[src/rtl/udma_i2c_pkg.sv]
// -----------------------------------------------------------------------------
// udma_i2c_pkg
// Shared definitions for the I2C uDMA datapath: uDMA datasize codes and the
// RX packer state encoding.
// -----------------------------------------------------------------------------
package udma_i2c_pkg;

  // uDMA datasize codes carried alongside each RX word
  localparam logic [1:0] DSIZE_BYTE = 2'd0;
  localparam logic [1:0] DSIZE_HALF = 2'd1;
  localparam logic [1:0] DSIZE_WORD = 2'd2;

  // RX packer FSM encoding
  typedef logic [0:0] rx_state_t;
  localparam rx_state_t ST_FILL  = 1'b0;
  localparam rx_state_t ST_FLUSH = 1'b1;

endpackage

[src/rtl/udma_i2c_rx_packer.sv]
// -----------------------------------------------------------------------------
// udma_i2c_rx_packer
// Packs the I2C controller RX byte stream little-endian into 32-bit uDMA words
// (or passes bytes through one per word in bypass mode). On eot the partial
// word is flushed using legal uDMA sizes only (word, half, byte).
//
// Ports:
//   clk_i, rst_i        clock, synchronous active-high reset
//   sw_rst_i            soft reset, synchronous clear (bytes drained meanwhile)
//   pack_en_i           1 = pack 4 bytes/word, 0 = one byte per word
//   byte_i/_valid_i/_ready_o   RX byte stream from the controller
//   eot_i               single-cycle flush request
//   word_o/word_size_o/word_valid_o/word_ready_i  output to the uDMA RX channel
//   flush_done_o        one-cycle pulse when a flush has completed
// -----------------------------------------------------------------------------
module udma_i2c_rx_packer
  import udma_i2c_pkg::*;
#(
  parameter int OUT_W = 32
) (
  input  logic             clk_i,
  input  logic             rst_i,
  input  logic             sw_rst_i,
  input  logic             pack_en_i,
  input  logic [7:0]       byte_i,
  input  logic             byte_valid_i,
  output logic             byte_ready_o,
  input  logic             eot_i,
  output logic [OUT_W-1:0] word_o,
  output logic [1:0]       word_size_o,
  output logic             word_valid_o,
  input  logic             word_ready_i,
  output logic             flush_done_o
);

  rx_state_t   r_state, w_state_n;
  logic [2:0]  r_cnt, w_cnt_n;
  logic [31:0] r_acc, w_acc_n;
  logic        r_pack_en;
  logic [31:0] r_word, w_word_n;
  logic [1:0]  r_size, w_size_n;
  logic        r_valid, w_valid_n;

  logic w_slot_free, w_mode, w_ready, w_accept;

  assign w_slot_free = !r_valid | word_ready_i;

  // Mode may only change on a word boundary; at that point the live input is
  // used directly so the very next byte already follows the new mode.
  assign w_mode = (r_state == ST_FILL && r_cnt == 3'd0) ? pack_en_i : r_pack_en;

  always_comb begin
    w_ready = 1'b0;
    if (rst_i)                   w_ready = 1'b0;
    else if (sw_rst_i)           w_ready = 1'b1;  // drain and discard
    else if (r_state == ST_FLUSH) w_ready = 1'b0;
    else if (w_mode)             w_ready = (r_cnt != 3'd4) | w_slot_free;
    else                         w_ready = w_slot_free;
  end

  assign w_accept = byte_valid_i & w_ready;

  always_comb begin
    w_state_n = r_state;
    w_cnt_n   = r_cnt;
    w_acc_n   = r_acc;
    w_word_n  = r_word;
    w_size_n  = r_size;
    w_valid_n = r_valid & !word_ready_i;
    if (r_state == ST_FILL) begin
      if (!w_mode) begin
        if (w_accept) begin
          w_word_n  = {24'h0, byte_i};
          w_size_n  = DSIZE_BYTE;
          w_valid_n = 1'b1;
        end
      end else begin
        // Full accumulator moves to the slot first so a byte arriving in the
        // same cycle lands in lane 0: no bubble between words.
        if (r_cnt == 3'd4 && w_slot_free) begin
          w_word_n  = r_acc;
          w_size_n  = DSIZE_WORD;
          w_valid_n = 1'b1;
          w_cnt_n   = 3'd0;
          w_acc_n   = 32'h0;
        end
        if (w_accept) begin
          w_acc_n[{w_cnt_n[1:0], 3'b000} +: 8] = byte_i;
          w_cnt_n = w_cnt_n + 3'd1;
        end
      end
      if (eot_i) w_state_n = ST_FLUSH;
    end else begin
      if (r_cnt == 3'd0) begin
        w_state_n = ST_FILL;
      end else if (w_slot_free) begin
        w_valid_n = 1'b1;
        if (r_cnt[2]) begin
          w_word_n = r_acc;
          w_size_n = DSIZE_WORD;
          w_acc_n  = 32'h0;
          w_cnt_n  = 3'd0;
        end else if (r_cnt[1]) begin
          // 2 or 3 bytes: emit a half, any leftover byte shifts down to [7:0]
          w_word_n = {16'h0, r_acc[15:0]};
          w_size_n = DSIZE_HALF;
          w_acc_n  = {16'h0, r_acc[31:16]};
          w_cnt_n  = r_cnt - 3'd2;
        end else begin
          w_word_n = {24'h0, r_acc[7:0]};
          w_size_n = DSIZE_BYTE;
          w_acc_n  = {8'h0, r_acc[31:8]};
          w_cnt_n  = 3'd0;
        end
      end
    end
  end

  always_ff @(posedge clk_i) begin
    if (rst_i || sw_rst_i) begin
      r_state   <= ST_FILL;
      r_cnt     <= 3'd0;
      r_acc     <= 32'h0;
      r_pack_en <= 1'b1;
      r_word    <= 32'h0;
      r_size    <= DSIZE_BYTE;
      r_valid   <= 1'b0;
    end else begin
      r_state   <= w_state_n;
      r_cnt     <= w_cnt_n;
      r_acc     <= w_acc_n;
      r_pack_en <= w_mode;
      r_word    <= w_word_n;
      r_size    <= w_size_n;
      r_valid   <= w_valid_n;
    end
  end

  assign byte_ready_o = w_ready;
  assign word_o       = r_word;
  assign word_size_o  = r_size;
  assign word_valid_o = r_valid;
  assign flush_done_o = (r_state == ST_FLUSH) && (r_cnt == 3'd0) && !rst_i && !sw_rst_i;

endmodule
[config.mk]
export PLATFORM = sky130hd
export DESIGN_NAME = udma_i2c_rx_packer
export DESIGN_NICKNAME = d
export VERILOG_FILES = /design/src/rtl/udma_i2c_pkg.sv /design/src/rtl/udma_i2c_rx_packer.sv
export SDC_FILE = /design/constraint.sdc
export NUM_CORES = 1
export LEC_CHECK = 0
export CORE_MARGIN = 10
export CORE_UTILIZATION = 51
export CTS_BUF_LIST = sky130_fd_sc_hd__clkbuf_8
export CTS_CLUSTER_DIAMETER = 200
export DETAILED_ROUTE_END_ITERATION = 8
export HOLD_SLACK_MARGIN = 0.06
export PLACE_DENSITY = 0.78
export SETUP_SLACK_MARGIN = 0.5
export SYNTH_ARGS = -nofsm -noshare
export SYNTH_HDL_FRONTEND = slang
export SYNTH_SLANG_ARGS = --single-unit
[constraint.sdc]
create_clock -name clk_i -period 2.7 [get_ports clk_i]
set_clock_uncertainty 0.1 [all_clocks]
set_input_delay 0.54 -clock clk_i [delete_from_list [all_inputs] [get_ports clk_i]]
set_output_delay 0.54 -clock clk_i [all_outputs]
set_load 0.01 [all_outputs]
==> results.txt, run 1 <==
* Status: finished, final reports clean
- After synthesis, the netlist uses 61 different library cells.
- Buffers inserted during clock tree synthesis total 9.
* Via count of the first global-routing pass: roughly 3500
- The final hold violation count is 0.
* Warning count from the yosys run: 0
* Initial core utilization: 0.5208
* Achievable Freq: ~450 MHz
- Power per cell area: about 440 mW/mm^2
- In the synthesized netlist the async set-or-reset flop fraction comes to 0.
* Cell count after synthesis: 396
- Root buffer selected by CTS: clkbuf_8
* Average instance area after synthesis: around 9.5 um^2
* Net count of the finished layout: 508
- Commonest non-fill, non-tap cell in the layout: dfxtp_1
* Remaining global-route overflow: 0
- The tightest min-delay check is of the flip-flop to flip-flop type.
- Number of search-and-repair iterations in the first detailed-routing pass: 5
- Antenna violations before repair: 0
- Global-route wire length before repair: 18910 um
* Remaining antenna violation count: 0
- In the global route stage, overall resource usage came out at 0.2047.
- Setup repair after global routing could not meet its margin everywhere.
- Maximum number of pins on one net before global-route repair: 23
- Clock latency on the worst-skew pair, taken at its later pin, is 360 ps.
* Aggregate negative setup slack: 0 ps
- Dividing the detail-routed wire length by the instance count gives ~20 um.
* Final core occ: 0.7097
- Data arrives at the worst endpoint at 1590 ps.
- Final cycle utilization of the critical path: 0.8245
- Number of synthesized register bits: 72
- Dividing the detail-routed via count by the number of cells gives roughly 6.2.
* Die boundary height: around 110 um
- Counting every net in the synthesized netlist gives 417.
- Across all register-to-register paths, the minimum setup slack is 520 ps.
- Register area: 0.001444 mm^2
- 0 antenna diodes ended up in the layout.
- Highest fanout seen on the critical path: 7
* Number of clock sinks seen by CTS: 72
- Input and output buffers added on the ports amount to 51.
* Crit Path Category: flip-flop to output pin
- Drc violations: 0
- Max Transition Viols Final: 0
- Count of endpoints failing setup in the final report: 0
- Sequential cell area fraction in the yosys report: 0.3836
* WP data required: 2060 ps
* Share of layout cells above drive strength 1: 0.2459
* Drt total wl: around 12000 um
* Routability Congestion: 0.9325
- The floorplan has 31 rows.
- The cell area that synthesis handed to floorplanning was 0.003757 mm^2.
- Die Area: 0.01120 mm^2
- For this design the static power due to leakage is 1.851 nW.
- Among all flip-flop cells after synthesis, the most frequent one is dfxtp_1.
- Peak VDD IR: 0.3909 mV
- Clock tree from TritonCTS: built
- For the pin with the worst max-slew slack, the measured transition is about 600 ps.
- The total area inside the core boundary comes to 0.007214 mm^2.
- The tool flagged a number of max-cap violations equal to 0.
* Number of flops mapped to enable cells by yosys: 0
* Critical path capture point type: output pin
- Max Root-Sink Buffers: 2
- Synthesis-to-layout area growth: 36.26%
- The routed layout has ~3600 vias.
* Placed wire-length estimate after detailed placement: 8534 um
- Worst slew margin relative to its limit: 0.6101
* CP Launch Type: flip-flop
* Detailed Route Iter0 Violations: 433
- Clock-pin slew was measured on the worst setup and hold paths at 80 ps.
- H-tree lvl count: 3
- Die width: 105.8 um
- Combined area of the multi-input logic cells: 0.002397 mm^2
- Boundary Pins: between 50 and 60
- The library cells used most frequently in the layout, excluding fill and tap cells, are dfxtp_1, clkdlybuf4s50_1, buf_4.
- Fill cells: around 560
- Counting I/O delays and the setup requirement, the final critical path takes 2226 ps.
==> registers in the layout, indices dropped and copies added (netlist names) <==
register,flops
r_acc,32
word_o,32
r_cnt,3
word_size_o,2
r_pack_en,1
r_state,1
word_valid_o,1
==> timing repair <==
action | in CTS | in global routing
hold buffers | 0 | 0
resized for setup | 29 | 21
hold endpoints to repair | 0 | 0
endpoints found under the setup margin | 63 | 62
pin swaps | 5 | 14
cloned | 0 | 0
buffers inserted | 4 | 10
==> metrics by stage <==
stage	hold WS [ps]	power [mW]	instances	instance area, um^2	setup WS, ps
5_1_grt	383.5	2.367	591	5120	433.2
6_report	358.0	2.276	591	5120	474.0
3_3_place_gp	333.2	1.422	561	4618	71.59
2_1_floorplan	344.1	1.293	396	3792	517.2
4_1_cts	363.2	2.257	581	4977	427.7
3_5_place_dp	350.4	1.427	561	4618	42.60
==> worst max-delay path, stage by stage (launching register included) <==
cell and delay [ps]:
dfxtp_2 360, inv_4 50, ha_4 180, nand2b_4 160, a21o_1 170, a21oi_1 140, buf_2 160
==> cell usage after synthesis, drive strengths merged (9+ instances only) <==
cell	number	area, um^2
and2	11	68.82
nand2	30	120.1
a31o	9	87.59
a22o	24	210.2
a21oi	25	155.1
nand3	14	82.58
mux2i	34	340.3
buf	11	71.31
nor4	10	83.83
dfxtp	72	1441
clkbuf	13	48.80
nor2	34	135.1
nor2b	12	75.07
==> metal layers <==
layer	up-vias	wire (um)	global-route usage
li1	1695	-	-
met1	1744	5066	0.2717
met2	176	5509	0.3176
met3	29	933	0.05116
met4	0	315	0.06576
met5	-	0	0
==> final cells by class <==
class / count / share of cell area
Multi-Input combinational cell: 297 / 0.4682
Sequential cell: 72 / 0.2820
Timing Repair Buffer: 104 / 0.1852
Clock buffer: 9 / 0.02419
Tap cell: 99 / 0.02419
Clock inverter: 7 / 0.01295
Inverter: 3 / 0.003177
==> final timing paths <==
check                           cells past startpoint               startpoint                      end
worst max-delay path                                6    r_cnt[0]$_SDFFE_PP0P_             byte_ready_o
worst min-delay path                                2  word_o[13]$_SDFFE_PP0P_  word_o[13]$_SDFFE_PP0P_
worst max register to register                      9    r_cnt[1]$_SDFFE_PP0P_   word_o[7]$_SDFFE_PP0P_
worst min register to register                      2  word_o[13]$_SDFFE_PP0P_  word_o[13]$_SDFFE_PP0P_
==> power breakdown <==
part           total, mW  leakage (nW)  switching [mW]  internal [mW]
clock network      0.815        0.0892           0.465          0.350
logic              0.382          1.18           0.218          0.164
registers           1.08         0.582         0.00903           1.07
total               2.28          1.85           0.692           1.58
==> cells by family after synthesis <==
logic type / after synthesis / share of synthesized area
and+or+nand+nor: 132 / 0.1945
AOI/OAI and AO/OA: 124 / 0.2741
DFF: 72 / 0.3836
muxes: 34 / 0.09058
buffers and inverters: 27 / 0.03496
adders and majority gates: 6 / 0.01998
xor gates and xnor gates: 1 / 0.002331
(Power assumes the default switching activity.)
==> inputs of run 2 (changes only) <==
==> constraint.sdc (replaced) <==
create_clock -name clk_i -period 2 [get_ports clk_i]
set_clock_uncertainty 0.1 [all_clocks]
set_input_delay 0.4 -clock clk_i [delete_from_list [all_inputs] [get_ports clk_i]]
set_output_delay 0.4 -clock clk_i [all_outputs]
set_load 0.01 [all_outputs]
==> run 2 against run 1 <==
Compared with the run above: the run now ends with negative setup slack left; combinational power up 110%; clock power grew 53%; flip-flop and latch count stayed put; non-clock buffer count rose by 53; setup slack got worse by 680 ps; critical path type is now flip-flop to flip-flop; largest power group unchanged; highest routed layer unchanged.
==> results.txt, run 2 (same netlist as run 1, synthesis figures left out) <==
- Status: finished, violations left
- Violated checks: negative setup slack
- Routability Congestion: 0.8867
* Switching fraction of total power: 0.3085
* Post-Layout Cell Count: 645
- The initial antenna violation count was 0.
- Maximum number of pins on one net before global-route repair: 23
* Via-per-instance ratio: 6.709
- The final hold violation count came to 0.
- Hold is met by roughly 370 ps.
- The startpoint identified for the worst hold timing path is word_o[14]$_SDFFE_PP0P_.
* WP data required: 2160 ps
- IR analysis of the VDD net gives a maximum drop of around 0.59 mV.
* Area post-placement: roughly 0.0051 mm^2
- From synthesis to final layout, the design area changed by 63.07%.
* Slowest-stage cell, CP: dfxtp_4
- Worst Hold Depth: 2
- Data arrival at the endpoint of the critical path: 2360 ps
* Root buffer selected by CTS: clkbuf_8
- Combined global-route utilization of all metal layers: 0.2459
- Boundary Pins: 52
- The number of max-slew violations in the final report is 0.
* Number of search-and-repair iterations in the first detailed-routing pass: 6
- Across the run, the number of max-cap violations was 0.
- Of the total power, combinational logic draws 0.229.
- Share of layout cells above drive strength 1: 0.4103
* CP Launch Type: flip-flop
* Placed wire-length estimate after detailed placement: 9207 um
- Die width: roughly 110 um
- The die covers 0.01120 mm^2.
- The via count of the first global-routing pass came to 4136.
- Leakage power summed over all cells: between 2 and 2.5 nW
- H-tree lvl count: 3
- Remaining global-route overflow: 0
* Worst-Margin Slew: between 500 and 600 ps
- Critical path capture point type: flip-flop
* Via count of the routed design: 4327
- For this run, design rule violations remaining after detail routing come to 0.
- Max Root-Sink Buffers: 2
* Worst reg2reg startpoint: r_cnt[1]$_SDFFE_PP0P_
* Finished layout cell area: 0.006127 mm^2
- At the placement stage, the worst setup path has a slack of -527.7 ps.
* Number of hold buffers added after cts: 0
- Measured along the y axis, the die boundary spans between 100 and 150 um.
* Number of buffers added on ports: 51
- Of all nets on the critical path, the largest fanout is 7.
- Power spent charging and discharging nets: 1.084 mW
- Of the total power, the clock network draws 0.356.
- Global-route wire length before repair: 22430 um
* Achievable Freq: 454.0 MHz
- CTS saw 72 sinks.
* Final cycle utilization of the critical path: 1.101
- Remaining antenna violation count: 0
* Cell-by-cell listing of the critical path: inv_6 -> ha_4 -> and4bb_2 -> buf_6 -> a31o_4 -> a32oi_4 -> nand2_4 -> buf_12 -> mux2i_2
- The global routing stage identified its most utilized layer as met2.
- GRT met2 Usage: 0.4099
* Slowest cell delay on critical path: 370 ps
- Number of placed instances with taps included: 598
- Final Critical Period: ~2200 ps
* Depth of the worst register-to-register path: 9
* Cell-internal power: 2.429 mW
- Clock tree from TritonCTS: built
- Detailed Route Iter0 Violations: ~430
- Clock-pin slew was measured on the worst setup and hold paths at roughly 80 ps.
* Leading cell types in the layout, fill and taps excluded: buf_4, dfxtp_1, nor2_1, mux2i_1
- The share of total power dissipated in sequential elements is 0.414.
- Floorplan row count: 31
* Worst reg2reg endpoint: word_o[9]$_SDFFE_PP0P_
* GR Util met3: 0.06699
- Clock tree synthesis inserted a total of 9 buffers.
- Setup repair after global routing could not meet its margin everywhere.
- For this configuration, the core starts out at a cell density of 0.5208.
- The repair_antennas step left the layout with diodes totalling 0.
- Skew-Pair Late Insertion Delay: around 360 ps
- Least setup slack across all paths after layout: -202.7 ps
- Worst slew margin relative to its limit: 0.6489
- Drt total wl: between 15000 and 20000 um
- The region available for standard cell placement spans 0.007214 mm^2.
* Crit Path Category: flip-flop to flip-flop
- The path with the worst hold slack has its endpoint at word_o[14]$_SDFFE_PP0P_.
- Power per cell area: roughly 570 mW/mm^2
* Class of the tightest hold or removal check: flip-flop to flip-flop
* Global-route met1 utilization: 0.2894
- Worst reg-to-reg setup slack: -200 ps
* Count of endpoints failing setup in the final report: 69
- Leaving out fill and tap cells, the most frequent cell in the layout is buf_4.
* DR WL/cell: 24.74 um
* Net count of the finished layout: 562
==> run 2: cell count changes in the layout (fill, tap and decap cells not counted), moves of 8 or more <==
| cell | previous run | this run |
|---|---|---|
| clkdlybuf4s15_1 | 0 | 22 |
| buf_6 | 3 | 21 |
| clkdlybuf4s50_1 | 47 | 10 |
| buf_4 | 47 | 69 |
| dlygate4sd2_1 | 1 | 9 |
| buf_12 | 3 | 12 |
| a21oi_1 | 21 | 13 |
==> run 2: per-layer routing <==
metal	wire length, um	part of all wire	vias up
li1	-	-	1807
met1	5839	0.37	2104
met2	7535	0.47	321
met3	1595	0.10	95
met4	989	0.062	0
met5	0	0	-
==> run 2: cell type report <==
type,instances,area [um^2]
clock buffer,9,123.9
multi-input combinational,298,2751
sequential,72,1449
clock inverter,7,85.08
timing repair buffer,157,1578
tap,99,123.9
inverter,3,16.27
fill,379,1087
==> run 2: worst max-delay path, delay by kind of cell (launching register included) <==
kind	cells	cell delay [ps]
compound gates	2	500
simple gates	2	440
flops	1	370
buf+inv	3	350
fa+ha+maj	1	180
mux	1	140
==> run 2: how the worst max path moves through the flow <==
stage / start / to
2_1_floorplan: r_cnt[1]$_SDFFE_PP0P_ / word_o[7]$_SDFFE_PP0P_
5_1_grt: r_cnt[0]$_SDFFE_PP0P_ / word_o[2]$_SDFFE_PP0P_
4_1_cts: r_cnt[1]$_SDFFE_PP0P_ / word_o[9]$_SDFFE_PP0P_
3_5_place_dp: word_ready_i / r_acc[0]$_SDFFE_PP0P_
6_report: r_cnt[1]$_SDFFE_PP0P_ / word_o[9]$_SDFFE_PP0P_
3_3_place_gp: word_ready_i / word_o[0]$_SDFFE_PP0P_
==> run 2: power groups by stage <==
stage	combinational (mW)	clock, mW	sequential [mW]
2_1_floorplan	0.290	0	1.49
3_3_place_gp	0.522	0	1.49
3_5_place_dp	0.533	0	1.49
4_1_cts	0.672	1.25	1.45
5_1_grt	0.828	1.31	1.46
6_report	0.806	1.25	1.46
==> run 2: stage by stage <==
stage               setup TNS (ps)  utilization  power, mW
finish                       -9579       0.8493      3.513
global route                -13080       0.8493      3.590
CTS                          -4003       0.8052      3.379
detailed placement          -29420       0.7062      2.019
global placement            -28130       0.7062      2.007
floorplan                    -2449            -      1.779
==> run 2: what timing repair did <==
action | CTS | global route
buffers inserted | 16 | 10
cloned | 3 | 2
resized for setup | 129 | 63
setup endpoints to repair | 108 | 100
pin swaps | 35 | 5
==> inputs of run 3 (changes only) <==
--- a/config.mk
+++ b/config.mk
@@ -6,12 +6,11 @@
 export NUM_CORES = 1
 export LEC_CHECK = 0
 export CORE_MARGIN = 10
-export CORE_UTILIZATION = 51
-export CTS_BUF_LIST = sky130_fd_sc_hd__clkbuf_8
+export CORE_UTILIZATION = 50
 export CTS_CLUSTER_DIAMETER = 200
 export DETAILED_ROUTE_END_ITERATION = 8
 export HOLD_SLACK_MARGIN = 0.06
-export PLACE_DENSITY = 0.78
+export PLACE_DENSITY = 0.77
 export SETUP_SLACK_MARGIN = 0.5
 export SYNTH_ARGS = -nofsm -noshare
 export SYNTH_HDL_FRONTEND = slang
==> run 3 against run 2 <==
Compared with the run above: the flow still finishes with violations (negative setup slack); via count shrank 3.0%; cell area shrank 2.9%; combinational power shrank 9.1%; non-clock buffer count grew 1.
==> results.txt, run 3 (same netlist as run 1, synthesis figures left out) <==
* Endpoint with the worst hold slack: word_o[13]$_SDFFE_PP0P_
- The final hold violation count was 0.
- Power per cell area: 573.0 mW/mm^2
* Placed wire-length estimate after detailed placement: 9209 um
* Worst reg-to-reg setup slack: -230 ps
- The number of antenna diodes in the final layout is 0.
* Detail Route met3 WL: ~1400 um
- Commonest non-fill, non-tap cell in the layout: buf_4
* Clock transition time at the flip-flop clock pins of the worst setup and hold paths: approximately 80 ps
* Die Area: 0.01138 mm^2
- In the routed design, unresolved DRC markers number 0.
- The final reports fail on negative setup slack.
- Crit Path Category: flip-flop to flip-flop
- CTS built an H-tree with a depth of 3.
- Area of the core region: around 0.0073 mm^2
- Least setup slack across all paths after layout: -229.8 ps
* Antenna violations before repair: 0
- Initial core utilization: 0.5153
* Number of clock sinks seen by CTS: 72
- Of the cells placed in the final design, the portion with a size suffix greater than 1 is 0.4033.
- In this run the deepest clock path goes through 2 buffers.
- Die width: 106.7 um
* Global-route wire length before repair: about 22000 um
- Achievable Freq: around 450 MHz
- The critical path contains buffers and inverters numbering 4 combined.
- The final layout contains roughly 560 nets.
- The final layout contains routed wiring with a total length of 15290 um.
- Summed over all nets, wire length on met2 after detailed routing comes to 7198 um.
- Among cell families on the critical path, the largest total delay comes from compound AO/OA/AOI/OAI gates.
- The count of nets left with antenna violations once routing finished came out at 0.
- Via count of the first global-routing pass: 4101
- The largest individual stage delay along the critical path comes from the cell dfxtp_2.
- Status: finished, violations left
* Number of buffers added on ports: 51
- Final cycle utilization of the critical path: 1.115
* Max Transition Viols Final: 0
* Skew-Pair Late Insertion Delay: between 300 and 400 ps
* CP Launch Type: flip-flop
- Measured against its own limit, the worst slew margin works out to 0.7203.
- The first routing iteration left between 400 and 500 violations.
* Class of the tightest hold or removal check: flip-flop to flip-flop
* Worst reg2reg startpoint: r_cnt[0]$_SDFFE_PP0P_
- Highest fanout seen on the critical path: 6
- Maximum number of pins on one net before global-route repair: 23
- The detailed router put a total of 5955 um of wire on met1.
* Die boundary height: about 110 um
- RSZ-0062 raised after global routing: true
- The congestion estimate from routability-driven global placement came to 0.8948.
* Floorplan row count: 31
- Slowest cell delay on critical path: between 300 and 400 ps
* Number of search-and-repair iterations in the first detailed-routing pass: 6
- Depth of the worst register-to-register path: 10
* Hold slack: 354.1 ps
- Pwr Total: 3.410 mW
* Aggregate negative setup slack: -11490 ps
* Boundary Pins: 52
* Number of CTS-inserted buffers: 9
* Peak VDD IR: ~0.46 mV
- Top layer used by detailed routing: met4
- Count of endpoints failing setup in the final report: 71
* Clock tree from TritonCTS: built
- Final Critical Period: 2230 ps
* Remaining global-route overflow: 0
- Reported max-cap violation count: 0
- Leakage power summed over all cells: 2.331 nW
- For the worst setup path, the data required time is between 2000 and 2500 ps.
- Root buffer selected by CTS: clkbuf_8
* Leading cell types in the layout, fill and taps excluded: buf_4, dfxtp_1, mux2i_1
- The final route contains around 4200 vias.
* Critical path capture point type: flip-flop
- Worst Hold Depth: 2
- Launch point of the worst hold path: word_o[13]$_SDFFE_PP0P_
- In the final routed layout, each cell accounts on average for 23.64 um.
- For the pin with the worst max-slew slack, the measured transition is 418.2 ps.
- Worst reg2reg endpoint: r_acc[10]$_SDFFE_PP0P_
* Data arrival at the endpoint of the critical path: between 2000 and 2500 ps
- Via-per-instance ratio: 6.490
* Cell-by-cell listing of the critical path: inv_2 -> ha_4 -> buf_4 -> buf_6 -> and2_4 -> buf_4 -> and2_4 -> a311o_1 -> a21oi_4 -> o2bb2ai_1
- Relative to the synthesized area, the layout overhead comes to 58.38%.
- Combined global-route utilization of all metal layers: 0.2394
[run 3: cell count changes in the layout (fill, tap and decap cells not counted), moves of 4 or more]
cell / previous run / this run
nor4_4: 8 / 2
buf_4: 69 / 77
o41ai_4: 7 / 3
buf_12: 12 / 7
nor4_1: 0 / 6
a22oi_2: 2 / 8
clkdlybuf4s15_1: 22 / 17
mux2i_1: 29 / 33
o41ai_2: 1 / 5
a22oi_1: 6 / 0
[run 3: timing repair]
action / CTS / global route
gates cloned: 4 / 1
setup buffers: 14 / 13
hold buffers: 0 / 0
setup endpoints to repair: 109 / 96
resized for setup: 95 / 72
pin swaps: 19 / 36
[run 3: area by class of cell]
cell class | count | area [um^2]
well taps | 99 | 123.9
repair buffers | 158 | 1481
multi-input cells | 299 | 2674
flip-flops and latches | 72 | 1453
inverters | 3 | 16.27
clock buffers | 9 | 123.9
clock inverters | 7 | 78.83
fillers | 444 | 1341
[run 3: metal layers]
metal	vias up	track usage
met5	-	0
met4	0	0.1132
met3	75	0.05808
met2	289	0.3986
met1	2026	0.2834
li1	1809	-
[run 3: tightest hold or removal path: stages, from the launching register on]
cell and delay [ps]:
dfxtp_1 310, nand2_1 50, mux2i_1 50
[run 3: worst max path at each step]
stage                                from                      end  slack [ps]  cells after the start
CTS                 r_cnt[1]$_SDFFE_PP0P_  word_o[12]$_SDFFE_PP0P_        -140                     10
floorplan           r_cnt[1]$_SDFFE_PP0P_   word_o[7]$_SDFFE_PP0P_        -100                      9
finish              r_cnt[0]$_SDFFE_PP0P_   r_acc[10]$_SDFFE_PP0P_        -230                     10
detailed placement              pack_en_i   r_acc[22]$_SDFFE_PP0P_        -480                      7
global route        r_cnt[1]$_SDFFE_PP0P_   r_acc[29]$_SDFFE_PP0P_        -270                     11
global placement             word_ready_i    r_acc[8]$_SDFFE_PP0P_        -440                      7
[run 3: through the flow]
step	area, um^2	worst slack [ps]	instances	util
final	5951	-229.8	647	0.8161
after global routing	5951	-266.0	647	0.8161
after CTS	5612	-138.0	633	0.7696
after detailed placement	5077	-484.6	599	0.6963
after global placement	5077	-440.6	599	0.6963
after floorplan	3986	-103.4	396	-
[run 3: power by group]
group          switching (mW)  internal [mW]  leakage, nW
clock                   0.630          0.591        0.105
sequential             0.0129           1.44        0.584
combinational           0.386          0.347         1.64
